`config.mk`:
```
export PLATFORM = sky130hd
export DESIGN_NAME = cpu_step_4_dcache
export DESIGN_NICKNAME = d
export VERILOG_FILES = /design/src/rtl/cpu_cache_pkg.sv /design/src/rtl/cpu_step_4_dcache_line_store.sv /design/src/rtl/cpu_step_4_dcache.sv
export SDC_FILE = /design/constraint.sdc
export NUM_CORES = 1
export LEC_CHECK = 0
export ABC_AREA = 1
export BUFFER_PORTS_ARGS = -buffer_cell sky130_fd_sc_hd__buf_2
export CAP_MARGIN = 20
export CORE_ASPECT_RATIO = 0.5
export CORE_UTILIZATION = 55
export DETAILED_ROUTE_END_ITERATION = 8
export HOLD_SLACK_MARGIN = 0.12
export PLACE_DENSITY = 0.74
export SLEW_MARGIN = 10
export SYNTH_ARGS = -nofsm -noshare
export SYNTH_HDL_FRONTEND = slang
export SYNTH_SLANG_ARGS = --single-unit
```
`constraint.sdc`:
```
create_clock -name clk -period 8.5 [get_ports clk]
set_input_delay 0.425 -clock clk [delete_from_list [all_inputs] [get_ports clk]]
set_output_delay 0.425 -clock clk [all_outputs]
set_load 0.03 [all_outputs]
```
`src/rtl/cpu_cache_pkg.sv`:
```
// Shared types and address helpers for the step-4 data cache.
package cpu_cache_pkg;

  typedef enum logic [1:0] {
    ST_IDLE,
    ST_REFILL,
    ST_WRITE
  } state_t;

  localparam int unsigned DEF_WIDTH  = 32;
  localparam int unsigned DEF_ADDR_W = 5;
  localparam int unsigned DEF_LINES  = 4;
  localparam int unsigned DEF_WORDS  = 4;
  localparam int unsigned DEF_CNT_W  = 16;

  function automatic int unsigned tag_width(input int unsigned addr_w,
                                            input int unsigned lines,
                                            input int unsigned words);
    return addr_w - $clog2(lines) - $clog2(words);
  endfunction

  // Extracts a width-bit field starting at lsb; callers cast to the field size.
  function automatic logic [31:0] addr_field(input logic [31:0] addr,
                                             input int unsigned lsb,
                                             input int unsigned width);
    logic [31:0] mask;
    mask = (width >= 32) ? '1 : ((32'd1 << width) - 32'd1);
    return (addr >> lsb) & mask;
  endfunction

endpackage

```
`src/rtl/cpu_step_4_dcache_line_store.sv`:
```
// Valid/tag/data arrays: one combinational read port, one word write port, one line-validate port.
module cache_line_store #(
  parameter int unsigned WIDTH = 32,
  parameter int unsigned LINES = 4,
  parameter int unsigned WORDS = 4,
  parameter int unsigned TAG_W = 1,
  parameter int unsigned IDX_W = 2,
  parameter int unsigned OFF_W = 2
) (
  input  logic             clk,
  input  logic             rst,
  input  logic [IDX_W-1:0] i_rd_idx,
  input  logic [OFF_W-1:0] i_rd_off,
  output logic             o_rd_valid,
  output logic [TAG_W-1:0] o_rd_tag,
  output logic [WIDTH-1:0] o_rd_data,
  input  logic             i_wr_en,
  input  logic [IDX_W-1:0] i_wr_idx,
  input  logic [OFF_W-1:0] i_wr_off,
  input  logic [WIDTH-1:0] i_wr_data,
  input  logic             i_val_en,
  input  logic [IDX_W-1:0] i_val_idx,
  input  logic [TAG_W-1:0] i_val_tag
);

  logic [LINES-1:0] r_valid;
  logic [TAG_W-1:0] r_tag  [LINES];
  logic [WIDTH-1:0] r_data [LINES*WORDS];

  always_ff @(posedge clk) begin
    if (!rst) begin
      r_valid <= '0;
    end else if (i_val_en) begin
      r_valid[i_val_idx] <= 1'b1;
    end
  end

  always_ff @(posedge clk) begin
    if (i_val_en) begin
      r_tag[i_val_idx] <= i_val_tag;
    end
  end

  always_ff @(posedge clk) begin
    if (i_wr_en) begin
      r_data[{i_wr_idx, i_wr_off}] <= i_wr_data;
    end
  end

  assign o_rd_valid = r_valid[i_rd_idx];
  assign o_rd_tag   = r_tag[i_rd_idx];
  assign o_rd_data  = r_data[{i_rd_idx, i_rd_off}];

endmodule

```
`src/rtl/cpu_step_4_dcache.sv`:
```
// Direct-mapped, write-through, no-write-allocate data cache with internal refill sequencing.
module cpu_step_4_dcache
  import cpu_cache_pkg::*;
#(
  parameter int unsigned WIDTH  = DEF_WIDTH,
  parameter int unsigned ADDR_W = DEF_ADDR_W,
  parameter int unsigned LINES  = DEF_LINES,
  parameter int unsigned WORDS  = DEF_WORDS,
  parameter int unsigned CNT_W  = DEF_CNT_W
) (
  input  logic              clk,
  input  logic              rst,
  input  logic              cpu_rd,
  input  logic              cpu_wr,
  input  logic [ADDR_W-1:0] cpu_addr,
  input  logic [WIDTH-1:0]  cpu_wdata,
  output logic [WIDTH-1:0]  cpu_rdata,
  output logic              hit,
  output logic              stall,
  output logic              mem_req,
  output logic              mem_we,
  output logic [ADDR_W-1:0] mem_addr,
  output logic [WIDTH-1:0]  mem_wdata,
  input  logic [WIDTH-1:0]  mem_rdata,
  input  logic              mem_ack,
  output logic [CNT_W-1:0]  miss_count
);

  localparam int unsigned IDX_W = $clog2(LINES);
  localparam int unsigned OFF_W = $clog2(WORDS);
  localparam int unsigned TAG_W = tag_width(ADDR_W, LINES, WORDS);

  state_t            r_state, w_state_nxt;
  logic [OFF_W-1:0]  r_cnt, w_cnt_nxt, w_cnt_inc;
  logic [CNT_W-1:0]  r_miss;
  logic              r_mem_req, w_mem_req_nxt;
  logic              r_mem_we, w_mem_we_nxt;
  logic [ADDR_W-1:0] r_mem_addr, w_mem_addr_nxt;
  logic [WIDTH-1:0]  r_mem_wdata, w_mem_wdata_nxt;

  logic [TAG_W-1:0]  w_tag, w_line_tag;
  logic [IDX_W-1:0]  w_idx;
  logic [OFF_W-1:0]  w_off, w_wr_off;
  logic              w_line_valid, w_hit;
  logic              w_wr_en, w_val_en, w_miss_inc;
  logic [WIDTH-1:0]  w_wr_data;

  assign w_off = OFF_W'(addr_field(32'(cpu_addr), 0, OFF_W));
  assign w_idx = IDX_W'(addr_field(32'(cpu_addr), OFF_W, IDX_W));
  assign w_tag = TAG_W'(addr_field(32'(cpu_addr), IDX_W + OFF_W, TAG_W));

  cache_line_store #(
    .WIDTH(WIDTH),
    .LINES(LINES),
    .WORDS(WORDS),
    .TAG_W(TAG_W),
    .IDX_W(IDX_W),
    .OFF_W(OFF_W)
  ) u_store (
    .clk       (clk),
    .rst       (rst),
    .i_rd_idx  (w_idx),
    .i_rd_off  (w_off),
    .o_rd_valid(w_line_valid),
    .o_rd_tag  (w_line_tag),
    .o_rd_data (cpu_rdata),
    .i_wr_en   (w_wr_en),
    .i_wr_idx  (w_idx),
    .i_wr_off  (w_wr_off),
    .i_wr_data (w_wr_data),
    .i_val_en  (w_val_en),
    .i_val_idx (w_idx),
    .i_val_tag (w_tag)
  );

  // Lookup is forced off during reset so the pipeline sees neither hit nor stall.
  assign w_hit     = rst && w_line_valid && (w_line_tag == w_tag);
  assign hit       = w_hit;
  assign stall     = rst && ((r_state != ST_IDLE) ||
                             cpu_wr || (cpu_rd && !w_hit));
  assign w_cnt_inc = r_cnt + OFF_W'(1);

  always_comb begin
    w_state_nxt     = r_state;
    w_cnt_nxt       = r_cnt;
    w_mem_req_nxt   = r_mem_req;
    w_mem_we_nxt    = r_mem_we;
    w_mem_addr_nxt  = r_mem_addr;
    w_mem_wdata_nxt = r_mem_wdata;
    w_wr_en         = 1'b0;
    w_wr_off        = w_off;
    w_wr_data       = cpu_wdata;
    w_val_en        = 1'b0;
    w_miss_inc      = 1'b0;
    unique case (r_state)
      ST_IDLE: begin
        if (cpu_wr) begin
          w_wr_en         = w_hit;
          w_state_nxt     = ST_WRITE;
          w_mem_req_nxt   = 1'b1;
          w_mem_we_nxt    = 1'b1;
          w_mem_addr_nxt  = cpu_addr;
          w_mem_wdata_nxt = cpu_wdata;
        end else if (cpu_rd && !w_hit) begin
          w_state_nxt    = ST_REFILL;
          w_cnt_nxt      = '0;
          w_mem_req_nxt  = 1'b1;
          w_mem_we_nxt   = 1'b0;
          w_mem_addr_nxt = {w_tag, w_idx, {OFF_W{1'b0}}};
          w_miss_inc     = 1'b1;
        end
      end
      ST_REFILL: begin
        if (mem_ack) begin
          w_wr_en        = 1'b1;
          w_wr_off       = r_cnt;
          w_wr_data      = mem_rdata;
          w_cnt_nxt      = w_cnt_inc;
          w_mem_addr_nxt = {w_tag, w_idx, w_cnt_inc};
          if (r_cnt == OFF_W'(WORDS - 1)) begin
            w_val_en      = 1'b1;
            w_state_nxt   = ST_IDLE;
            w_mem_req_nxt = 1'b0;
          end
        end
      end
      ST_WRITE: begin
        if (mem_ack) begin
          w_state_nxt   = ST_IDLE;
          w_mem_req_nxt = 1'b0;
          w_mem_we_nxt  = 1'b0;
        end
      end
      default: w_state_nxt = ST_IDLE;
    endcase
    if (!rst) begin
      w_wr_en  = 1'b0;
      w_val_en = 1'b0;
    end
  end

  always_ff @(posedge clk) begin
    if (!rst) begin
      r_state     <= ST_IDLE;
      r_cnt       <= '0;
      r_miss      <= '0;
      r_mem_req   <= 1'b0;
      r_mem_we    <= 1'b0;
      r_mem_addr  <= '0;
      r_mem_wdata <= '0;
    end else begin
      r_state     <= w_state_nxt;
      r_cnt       <= w_cnt_nxt;
      r_mem_req   <= w_mem_req_nxt;
      r_mem_we    <= w_mem_we_nxt;
      r_mem_addr  <= w_mem_addr_nxt;
      r_mem_wdata <= w_mem_wdata_nxt;
      if (w_miss_inc && (r_miss != '1)) begin
        r_miss <= r_miss + CNT_W'(1);
      end
    end
  end

  assign mem_req    = r_mem_req;
  assign mem_we     = r_mem_we;
  assign mem_addr   = r_mem_addr;
  assign mem_wdata  = r_mem_wdata;
  assign miss_count = r_miss;

endmodule
```
# ---- After elaboration in Yosys (flattened, before gate mapping)
# Memory sizes are Yosys's and may differ from the RTL's.
# Cells that the tools add are included.
dict set report op_classes {
  n_eq_ne 11
  bitwise_logic 1
  order_cmp 2
  reduce_logical 20
  muxes 46
  addsub 2
}
# operator n
set ops {}
lappend ops {{$mux W32} 2}
lappend ops {{$mux W1} 23}
lappend ops {{$mux W2} 10}
lappend ops {{$add A16 B1 Y16 const B} 1}
lappend ops {{$ne A16 B16 Y1 const B} 1}
lappend ops {{$mux W5} 3}
lappend ops {{$ne A2 B2 Y1 const B} 5}
lappend ops {{$pmux W5 S2} 1}
lappend ops {{$reduce_and A4 Y1} 2}
lappend ops {{$logic_and A1 B1 Y1} 6}
lappend ops {{$pmux W2 S3} 1}
lappend ops {{$reduce_and A3 Y1} 2}
lappend ops {{$reduce_bool A2 Y1} 3}
lappend ops {{$reduce_and A5 Y1} 1}
lappend ops {{$eq A2 B2 Y1 const B} 2}
lappend ops {{$or A4 B4 Y4} 1}
lappend ops {{$pmux W1 S2} 2}
lappend ops {{$pmux W2 S2} 1}
lappend ops {{$lt A2 B3 Y1 const B} 1}
lappend ops {{$ne A3 B3 Y1 const B} 1}
lappend ops {{$pmux W1 S3} 1}
lappend ops {{$reduce_bool A3 Y1} 1}
lappend ops {{$add A2 B1 Y2 const B} 1}
lappend ops {{$bmux W1 S2} 1}
lappend ops {{other kinds (8)} 9}
dict set report totals {
  regBits 63
  ramBits 516
  inputBits 74
  output_inout_bits 89
  n_memories 2
  wordCells 92
}
# memory depth width rd rd_clocked_by_memory_dff write_ports line_no
set mem_list {}
lappend mem_list {u_store.r_data 16 32 1 0 1 cpu_step_4_dcache_line_store.sv:28} ;# logic [WIDTH-1:0] r_data [LINES*WORDS];
lappend mem_list {u_store.r_tag 4 1 1 0 1 cpu_step_4_dcache_line_store.sv:27} ;# logic [TAG_W-1:0] r_tag [LINES];

# ---- Depth between registers and ports, before layout
# Gate-level depths: netlist of run 1.
dict set report logic_depth {
  word_depth 10
  mapped_depth 14
  mapped_depth_nobuf 12
}

# ---- By module
# Synthesis of run 1 repeated with hierarchy kept, for this count alone.
dict set report hier_totals {
  hier_cells 2549
  area_unflattened_um2 25523.2
}
# module area_per_inst_um2 seq_area_each_um2 n_inst cells_per_inst
set modules_own_cells {}
lappend modules_own_cells {cache_line_store 22462.8 15574.9 1 2127}
lappend modules_own_cells {cpu_step_4_dcache 3060.4 1181.1 1 422}

# ---- Least setup slack after synthesis of run 1
# Ideal clock, no wire load.
dict set report synth_path {
  path_type {input -> register}
  start {in cpu_addr[3]}
  end {mem u_store.r_data[4][0], enable pin}
  t_required_ps 8079
  path_slack_ps 5311
  cell_stages 10
  n_path_buf 1
  setup_time_ps 421
  arrival_ps 2768
  path_cell_list {buf_4 -> nor2_4 -> nand2_1 -> nand2_1 -> nor2_1 -> nor2_2 -> nand3_2 -> o21ai_1 -> nand2_1 -> nor2_1}
}
dict set report synth_via {
  elab_chain_len 9
  word_cells_on_any_way 11
  cone_classes {eq/ne (1); mux (7); reduce/logical (2); memory (1)}
}
# item line_no
set synth_rtl {}
lappend synth_rtl {{from (decl)} cpu_step_4_dcache.sv:15} ;# input logic [ADDR_W-1:0] cpu_addr,
lappend synth_rtl {{$bmux W1 S2} cpu_step_4_dcache_line_store.sv:50} ;# assign o_rd_valid = r_valid[i_rd_idx];
lappend synth_rtl {{$mux W1 (not written as such)} cpu_step_4_dcache_line_store.sv:50}
lappend synth_rtl {{$logic_and A1 B1 Y1 (2 in series)} cpu_step_4_dcache.sv:77} ;# assign w_hit = rst && w_line_valid && (w_line_tag == w_tag);
lappend synth_rtl {{$mux W1} cpu_step_4_dcache.sv:97} ;# if (cpu_wr) begin
lappend synth_rtl {{$pmux W1 S2} cpu_step_4_dcache.sv:95} ;# unique case (r_state)
lappend synth_rtl {{$mux W1} cpu_step_4_dcache.sv:136} ;# if (!rst) begin
lappend synth_rtl {{$mux W1} cpu_step_4_dcache_line_store.sv:45} ;# if (i_wr_en) begin
lappend synth_rtl {{$mux W1 (not written as such)} cpu_step_4_dcache_line_store.sv:46} ;# r_data[{i_wr_idx, i_wr_off}] <= i_wr_data;
lappend synth_rtl {{to (decl)} cpu_step_4_dcache_line_store.sv:28}
# Several ways; a longest one is shown, not always the timed one. The select of a mux whose other input is x is not followed.

# ---- Worst setup path after layout of run 1
dict set report layout_path {
  start {in cpu_addr[0]}
  end {out cpu_rdata[11]}
}
dict set report layout_via {
  elab_chain_len 1
}
# item line_no
set layout_rtl {}
lappend layout_rtl {{$mem_v2 Z16 W32} n/a}
lappend layout_rtl {{to (decl)} cpu_step_4_dcache.sv:17} ;# output logic [WIDTH-1:0] cpu_rdata,
# No other way between the ends.

==> impl_metrics.yaml, run 1 <==
flow_run:
  drv_cap: 0
clock_network:
  clk_pin_slew_ns: 0.07
  hold_buffers: 12
  cts_buffers: 49
  post-cts-setup-buffer-count: 0
  cts_tree: "built"
  cts_resized: 0
  clockBufferDepth: 3
  clkSinkCount: 579
  cts.htree.levels: 2
  clk_latency_ns: 0.58
  cts_root_buf: "clkbuf_16"
finish:
  drive_gt1_share_pct: 13.89
  layout_commonest_cell: "edfxtp_1"
  layout_common_cells: "516 x edfxtp_1, 361 x nor2_1, 305 x nand2_1"
  num-fill-cells: 3004
  syn2layout_area_growth_pct: 13.39
  fin_area_um2: 26160
  n_antenna_cell: 0
  nNetsFinal: 2175
detailed_routing:
  firstDrtPassIters: 6
  drt_iter0_markers: 2368
  antenna_left: 0
  drt_wl_total_mm: 61.38
  drc: 0
  wl_per_cell_um: 22.98
  viasPerCell: 6.070
  vias: 16213
worst_hold_path:
  hp-class: "in2reg"
  min-delay-start: "cpu_wdata[27]"
floorplanning:
  io_pins: 163
  rows: 52
  dieArea_um2: 42830
  die_w_um: 291.7
  die_h_um: 146.8
  core_area_um2: 40860
  start_util_pct: 56.47
worst_setup_path:
  worstPathBufferInverterCount: 4
  end_kind: "primary output"
  cp_max_fo: 101
  r2r_start: "r_state[1]"
  timing.critical_path.from: "cpu_addr[0]"
  cp.arrival_ns: 3.48
  crit_path_cell_trace: "buf_6, inv_6, buf_4, o21ai_0, o22ai_1, nand2_1, nand4_1, buf_2"
  cp.required_ns: 8.08
  critPathKind: "in2out"
  crit_family: "buffers and inverters"
  crit_path_max_incr_delay_ns: 0.80
  slowest_stage: "buf_4"
  cp-start-kind: "primary input"
synth:
  synth_ff_type: "edfxtp_1"
  ys_seq_area_share_pct: 72.62
  syn_area_per_cell_um2: 11.72
  yosys.cell_types.count: 32
  yosysTopAreaCellShare_pct: 67.15
  synth_fp_nets: 2048
  synthTopCellsByArea: "edfxtp_1 67%, nor2_1 6.1%, o21ai_0 6.1%, dfxtp_1 5.5%, nand2_1 5.0%"
  synth_edf_count: 516
  yosysTopAreaCell: "edfxtp_1"
  synthesis.area_um2: 23070
  ys_ff_latch: 579
  ys.warnings.count: 0
  async_flop_share_pct: 0
  netlist_instances: 1968
outcome:
  status: "finished, final reports clean"
grt:
  grt_overflow: 0
  grt_pass1_vias: 15215
  antenna_found_initial: 2
  grt_use_total_pct: 28.41
  grt_pass1_wl_mm: 90.42
  grt_max_degree: 175
place:
  post-dp-hpwl_mm: 36.16
  io_buffers: 162
  finalWeightedCongestion: 0.8851
  dpl_cell_area_um2: 24340
sta:
  fin_crit_ns: 3.909
  fin_crit_sh_pct: 45.99
  grt_setup_unrepaired: "no"
  finalMaxSlewViolations: 0
  tightest_slew_ns: 1.096
  hold_viol_final: 0
  relSlewSlack_pct: 26.76
  fin_skew_ns: 0.01657
  fin_tns_setup_ns: 0
  setup_violations: 0
  fmax_ghz: 0.2558
power_and_ir_drop:
  ir_worst_vdd_v: 0.0001507
  total_power_mw: 6.468
  p_leak_nw: 9.003
  p_per_area_nw_per_um2: 247.2
[flip-flops by register name, indices dropped and copies added, names as in the netlist]
signal	flops
u_store.r_data	512
miss_count	16
mem_we	1
r_cnt	2
r_state	2
mem_req	1
mem_wdata	32
u_store.r_tag	4
u_store.r_valid	4
mem_addr	5
[worst register-to-register path, stage by stage, from the launching register on]
cell and delay [ns]:
dfxtp_1 0.34, inv_1 0.10, ha_1 0.20, nand2_2 0.61, clkinv_1 0.21, nand2_1 0.08, o21ai_1 0.30, nand2_1 0.37
nor2_4 0.91
[routing by layer]
| layer | share of wire (%) | vias to the layer above | routed length, um | global-route usage (%) |
|---|---|---|---|---|
| li1 | - | 7276 | - | - |
| met1 | 41 | 7907 | 25390 | 42.57 |
| met2 | 43 | 957 | 26100 | 40.58 |
| met3 | 15 | 71 | 8989 | 9.440 |
| met4 | 1.4 | 2 | 887 | 5.868 |
| met5 | 0.021 | - | 13 | 0 |
[cell type report]
cell class | count | area [um2] | area share [%]
flip-flops and latches | 579 | 16760 | 64.04
multi-input cells | 1230 | 5798 | 22.16
clock buffers | 73 | 1376 | 5.260
repair buffers | 197 | 1310 | 5.007
well taps | 540 | 675.6 | 2.582
inverters | 38 | 151.4 | 0.5786
clock inverters | 14 | 96.34 | 0.3682
[per-stage QoR]
| step | std cells | worst slack (ns) | hold WS (ns) | utilization [%] |
|---|---|---|---|---|
| finish | 2671 | 4.591 | 0.1371 | 64.03 |
| global route | 2671 | 4.503 | 0.1529 | 64.03 |
| CTS | 2662 | 4.761 | 0.1208 | 63.46 |
| detailed placement | 2563 | 4.182 | 0.4559 | 59.57 |
| global placement | 2562 | 4.217 | 0.4503 | 59.50 |
| floorplan | 1968 | 5.311 | 0.4396 | - |
[synthesized netlist by cell type, types with 2 or more instances]
cell      instances
edfxtp_1        516
nor2_1          378
nand2_1         306
o21ai_0         282
o22ai_1         128
clkbuf_1         99
dfxtp_1          63
nand4_1          35
inv_1            32
nand3_1          22
a21oi_1          19
nand2_2          11
o21ai_1          11
a21oi_2          10
buf_1             8
buf_2             8
xor2_1            8
ha_1              6
buf_6             3
clkinv_1          3
nor3_1            3
a31oi_1           2
buf_4             2
inv_2             2
nor2_4            2
nor4_1            2
xnor2_1           2
[power breakdown]
part	total, mW	switching (mW)	internal (mW)
Combinational	0.996	0.784	0.212
Clock	2.14	0.987	1.15
Sequential	3.34	0.0342	3.30
[worst paths after layout]
| check | to | slack (ns) | cells after the start |
|---|---|---|---|
| max | cpu_rdata[11] | 4.59 | 8 |
| min | mem_wdata[27] | 0.14 | 3 |
| max reg2reg | u_store.r_data[10][22] | 4.99 | 8 |
| min reg2reg | mem_we | 0.47 | 2 |
[cell families after synthesis]
group / share of synthesized area [%]
buffers and inverters: 2.820
adders and majority gates: 0.3253
xor gates and xnor gates: 0.3796
AOI/OAI and AO/OA: 10.67
and+or+nand+nor: 13.19
DFF: 72.62
(Power assumes the default switching activity.)
==> run 2, diff against run 1 <==
--- a/config.mk
+++ b/config.mk
@@ -9,10 +9,10 @@
 export BUFFER_PORTS_ARGS = -buffer_cell sky130_fd_sc_hd__buf_2
 export CAP_MARGIN = 20
 export CORE_ASPECT_RATIO = 0.5
-export CORE_UTILIZATION = 55
+export CORE_UTILIZATION = 54
 export DETAILED_ROUTE_END_ITERATION = 8
 export HOLD_SLACK_MARGIN = 0.12
-export PLACE_DENSITY = 0.74
+export PLACE_DENSITY = 0.75
 export SLEW_MARGIN = 10
 export SYNTH_ARGS = -nofsm -noshare
 export SYNTH_HDL_FRONTEND = slang
==> constraint.sdc (replaced) <==
create_clock -name clk -period 3.26 [get_ports clk]
set_input_delay 0.163 -clock clk [delete_from_list [all_inputs] [get_ports clk]]
set_output_delay 0.163 -clock clk [all_outputs]
set_load 0.03 [all_outputs]
==> run 2 against run 1 <==
Effect of this change: total power rose to 2.6 times the previous value; largest cell class unchanged; sequential power increased to 2.6 times the previous value; routed wire length decreased by 5.3%; sequential cell count unchanged; final area grew 2.1%.
==> impl_metrics.yaml, run 2 (synthesis gave the netlist of run 1 again) <==
finish:
  layout_commonest_cell: "edfxtp_1"
  nNetsFinal: 2225
  syn2layout_area_growth_pct: 15.78
  drive_gt1_share_pct: 14.90
  instances_no_fill: 2758
  layout_common_cells: "516 x edfxtp_1, 361 x nor2_1, 305 x nand2_1"
  top_register: "u_store.r_data"
  largest_register_ffs: 512
  n_antenna_cell: 0
power_and_ir_drop:
  p_per_area_nw_per_um2: 635.6
  p_leak_nw: 9.278
  ir_worst_vdd_v: 0.0003562
floorplanning:
  die_w_um: 294.3
  core_area_um2: 42040
  rows: 53
  dieArea_um2: 43610
  io_pins: 163
  die_h_um: 148.2
  start_util_pct: 54.88
detailed_routing:
  drc: 0
  drt_wl_total_mm: 58.14
  wl_per_cell_um: 21.08
  firstDrtPassIters: 5
  antenna_left: 0
  viasPerCell: 5.835
  drt_iter0_markers: 2055
  vias: 16093
worst_setup_path:
  cp_max_fo: 24
  rrSetupSlack_ns: 0.61
  critPathKind: "in2reg"
  cp.arrival_ns: 2.88
  crit_path_max_incr_delay_ns: 0.53
  crit_path_cell_trace: "dlygate4sd3_1, buf_2, inv_4, nand2_1, nand2_1, nand2_1, nand2_1, nand2_1, nand3_2, o21ai_1, nand2_1, nor2_4, buf_4"
  cp-start-kind: "primary input"
  end_kind: "flop"
  cp.required_ns: 3.48
  slowest_stage: "dlygate4sd3_1"
  crit_top_cell: "nand2_1"
grt:
  grt_overflow: 0
  antenna_found_initial: 0
  grt_pass1_wl_mm: 87.47
  grt_pass1_vias: 15208
  grt_max_degree: 166
  grt_use_total_pct: 26.45
clock_network:
  cts_buffers: 50
  clockBufferDepth: 3
  cts_tree: "built"
  clk_pin_slew_ns: 0.07
  clkSinkCount: 579
  cts.htree.levels: 2
  cts_resized: 0
  post-cts-setup-buffer-count: 0
  cts_root_buf: "clkbuf_16"
  clk_latency_ns: 0.58
sta:
  fin_skew_ns: 0.01791
  setup_ws_ns: 0.5966
  fin_crit_ns: 2.663
  tightest_slew_ns: 0.8451
  hold_viol_final: 0
  hold-worst-slack_ns: 0.2559
  setup_violations: 0
  finalMaxSlewViolations: 0
  fin_crit_sh_pct: 81.70
  fmax_ghz: 0.3755
  grt_setup_unrepaired: "no"
  fin_tns_setup_ns: 0
  relSlewSlack_pct: 43.66
outcome:
  status: "finished, final reports clean"
place:
  pre_cts_ws_ns: 0.6332
  io_buffers: 162
  dp_cells: 2630
  finalWeightedCongestion: 0.8608
  post-dp-hpwl_mm: 30.70
flow_run:
  drv_cap: 0
worst_hold_path:
  hp-class: "in2reg"
==> run 2: cell types whose count changed in the layout (fill, tap and decap cells not counted), moves of 2 or more <==
cell | before | now
buf_12 | 3 | 12
clkbuf_16 | 49 | 52
clkinv_4 | 0 | 2
dlygate4sd3_1 | 12 | 40
buf_4 | 13 | 33
buf_16 | 8 | 0
clkinv_1 | 10 | 4
==> run 2: worst paths after layout <==
| check | startpoint | end | cells after the start |
|---|---|---|---|
| hold reg to reg | u_store.r_valid[0] | u_store.r_valid[0] | 2 |
| hold / removal | mem_rdata[4] | u_store.r_data[10][4] | 3 |
| setup / recovery | cpu_addr[2] | u_store.r_data[2][12] | 13 |
| setup reg to reg | u_store.r_tag[3] | u_store.r_data[2][12] | 10 |
==> run 2: cell type report <==
cell class                      instances  area [um2]
Timing Repair Buffer                  246        1700
Clock buffer                           76        1461
Sequential cell                       579       16760
Multi-Input combinational cell       1230        5798
Tap cell                              577       721.9
Inverter                               38       151.4
Fill cell                            3106       15330
Clock inverter                         12       127.6
==> run 2: repair_timing <==
item                                   4_1_cts  5_1_grt
hold buffers                                40        0
endpoints found under the hold margin       64        0
setup endpoints to repair                    0        0
==> run 2: through the flow <==
stage	instance area (um2)	utilization, %	power (mW)
floorplan	23070	-	10.39
global placement	24730	58.82	11.18
detailed placement	24730	58.82	11.24
CTS	26720	63.55	17.01
global route	26720	63.55	17.55
finish	26720	63.55	16.98
==> run 2: critical path: cells and delay by family <==
family | cells | cell delay, ns
compound gates | 1 | 0.42
buf+inv | 4 | 1.29
simple gates | 8 | 0.99
==> run 2: layer usage <==
| layer | GRT usage (%) | part of all wire [%] |
|---|---|---|
| met1 | 37.70 | 42 |
| met2 | 42.83 | 47 |
| met3 | 4.244 | 8.8 |
| met4 | 6.875 | 2.0 |
| met5 | 0 | 0 |
==> run 2: report_power, final <==
group	internal (mW)	total, mW	switching [mW]
sequential	8.60	8.69	0.0944
combinational	0.605	2.45	1.85
clock	3.20	5.83	2.64
==> run 3, diff against run 2 <==
--- a/config.mk
+++ b/config.mk
@@ -9,10 +9,10 @@
 export BUFFER_PORTS_ARGS = -buffer_cell sky130_fd_sc_hd__buf_2
 export CAP_MARGIN = 20
 export CORE_ASPECT_RATIO = 0.5
-export CORE_UTILIZATION = 54
+export CORE_UTILIZATION = 55
 export DETAILED_ROUTE_END_ITERATION = 8
 export HOLD_SLACK_MARGIN = 0.12
-export PLACE_DENSITY = 0.75
+export PLACE_DENSITY = 0.74
 export SLEW_MARGIN = 10
 export SYNTH_ARGS = -nofsm -noshare
 export SYNTH_HDL_FRONTEND = slang
==> constraint.sdc (replaced) <==
create_clock -name clk -period 2.5 [get_ports clk]
set_input_delay 0.125 -clock clk [delete_from_list [all_inputs] [get_ports clk]]
set_output_delay 0.125 -clock clk [all_outputs]
set_load 0.03 [all_outputs]
==> run 3 against run 2 <==
Effect of this change: critical path depth is 4 lower; worst setup slack worse by 0.49 ns; die area is 1.8% lower; worst hold slack worse by 0.058 ns; via count is 4.5% higher; critical endpoint is now cpu_rdata[29]; clock skew is 0.0020 ns lower; non-clock buffer count is 63 higher; first-iteration DRC count is 27% higher.
==> impl_metrics.yaml, run 3 (synthesis gave the netlist of run 1 again) <==
finish:
  layout_common_cells: "516 x edfxtp_1, 361 x nor2_1, 305 x nand2_1"
  layout_commonest_cell: "edfxtp_1"
  largest_register_ffs: 512
  top_register: "u_store.r_data"
  fin_area_um2: 27470
  syn2layout_area_growth_pct: 19.04
  drive_gt1_share_pct: 15.81
  nNetsFinal: 2286
sta:
  hold-worst-slack_ns: 0.1975
  tightest_slew_ns: 0.8490
  fin_crit_sh_pct: 95.54
  grt_setup_unrepaired: "no"
  finalMaxSlewViolations: 0
  fmax_ghz: 0.4187
  fin_skew_ns: 0.01593
  hold_viol_final: 0
  fin_crit_ns: 2.388
  relSlewSlack_pct: 43.27
  setup_violations: 0
worst_setup_path:
  slowest_stage: "dlygate4sd3_1"
  cp-start-kind: "primary input"
  crit_path_max_incr_delay_ns: 0.53
  cp_max_fo: 17
  crit_path_cell_trace: "dlygate4sd3_1, buf_2, inv_4, nand2_1, inv_1, buf_4, nand2_1, nand4_1, buf_2"
  rrSetupSlack_ns: 0.20
  end_kind: "primary output"
  critPathKind: "in2out"
  cp.arrival_ns: 2.26
  cp.required_ns: 2.38
grt:
  grt_pass1_wl_mm: 95.48
  grt_use_total_pct: 29.90
  grt_overflow: 0
  antenna_found_initial: 4
  grt_pass1_vias: 15952
  grt_max_degree: 81
floorplanning:
  die_h_um: 146.8
  rows: 52
  io_pins: 163
  die_w_um: 291.7
  start_util_pct: 56.47
  core_area_um2: 40860
  dieArea_um2: 42830
clock_network:
  cts_resized: 0
  cts_buffers: 48
  cts.htree.levels: 2
  cts_root_buf: "clkbuf_16"
  clk_pin_slew_ns: 0.07
  clockBufferDepth: 3
  clk_latency_ns: 0.58
  cts_tree: "built"
  clkSinkCount: 579
worst_hold_path:
  hp-class: "in2reg"
outcome:
  status: "finished, final reports clean"
detailed_routing:
  firstDrtPassIters: 6
  drc: 0
  vias: 16816
  antenna_left: 0
  viasPerCell: 6.034
  drt_iter0_markers: 2600
  wl_per_cell_um: 23.12
  drt_wl_total_mm: 64.45
power_and_ir_drop:
  seq_power_share_pct: 50.5
  swShare_pct: 28.01
  clockPowerShare_pct: 33.3
  p_leak_nw: 9.593
  p_per_area_nw_per_um2: 818.3
  pwr-share-comb_pct: 16.2
  switchingPower_mw: 6.296
  ir_worst_vdd_v: 0.0005659
  intPower_mw: 16.18
place:
  finalWeightedCongestion: 0.9445
  io_buffers: 162
  dpl_cell_area_um2: 25200
  post-dp-hpwl_mm: 40.58
flow_run:
  drv_cap: 0
-- run 3: changes by cell type in the layout (fill, tap and decap cells not counted), sizes merged --
cell and change:
dlygate4sd3 +32, clkbuf -3, bufinv +1, clkinv +4, inv -1, buf +31
diode +2
-- run 3: per-stage QoR --
stage                     power (mW)  setup slack (ns)  instances  utilization, %  TNS, ns
final                          22.48            0.1115       2787           67.23        0
after global routing           23.11           0.04812       2787           67.23        0
after CTS                      22.38            0.1815       2785           67.22        0
after detailed placement       14.90            0.2864       2624           61.68        0
after global placement         14.83            0.3301       2624           61.68        0
after floorplan                13.55           -0.4835       1968               -  -247.16
-- run 3: power groups by stage --
stage	clock network, mW	logic, mW	registers [mW]
after CTS	7.52	3.51	11.3
after global routing	7.87	3.86	11.4
after detailed placement	0	3.34	11.6
after global placement	0	3.28	11.6
final	7.48	3.64	11.4
after floorplan	0	1.67	11.9
-- run 3: final cells by class --
type                            instances  area, um2
Antenna cell                            2      5.005
Clock buffer                           73       1375
Clock inverter                         16      166.4
Fill cell                            2834      13390
Inverter                               38      151.4
Multi-Input combinational cell       1230       5798
Sequential cell                       579      16760
Tap cell                              540      675.6
Timing Repair Buffer                  309       2541
-- run 3: critical path: cells and delay by family --
kind / cells / cell delay (ns)
AND/OR/NAND/NOR: 3 / 0.51
buffers and inverters: 6 / 1.60
-- run 3: per-layer routing --
layer	GRT usage, %	part of all wire, %	vias up
li1	-	-	7512
met1	43.79	40	8082
met2	42.05	42	1104
met3	11.18	16	112
met4	7.474	2.0	6
met5	1.774	0.20	-
-- run 3: timing repair --
action                    in CTS  in global routing
buffers inserted               0                  0
hold endpoints to repair      68                  0
hold buffers                  72                  0
-- run 3: path summary, 6_finish.rpt --
check / startpoint / cells after the start / to
hold / removal: mem_rdata[28] / 4 / u_store.r_data[15][28]
setup / recovery: cpu_addr[2] / 9 / cpu_rdata[29]
hold reg to reg: mem_we / 2 / mem_we
setup reg to reg: r_state[1] / 7 / u_store.r_data[8][15]
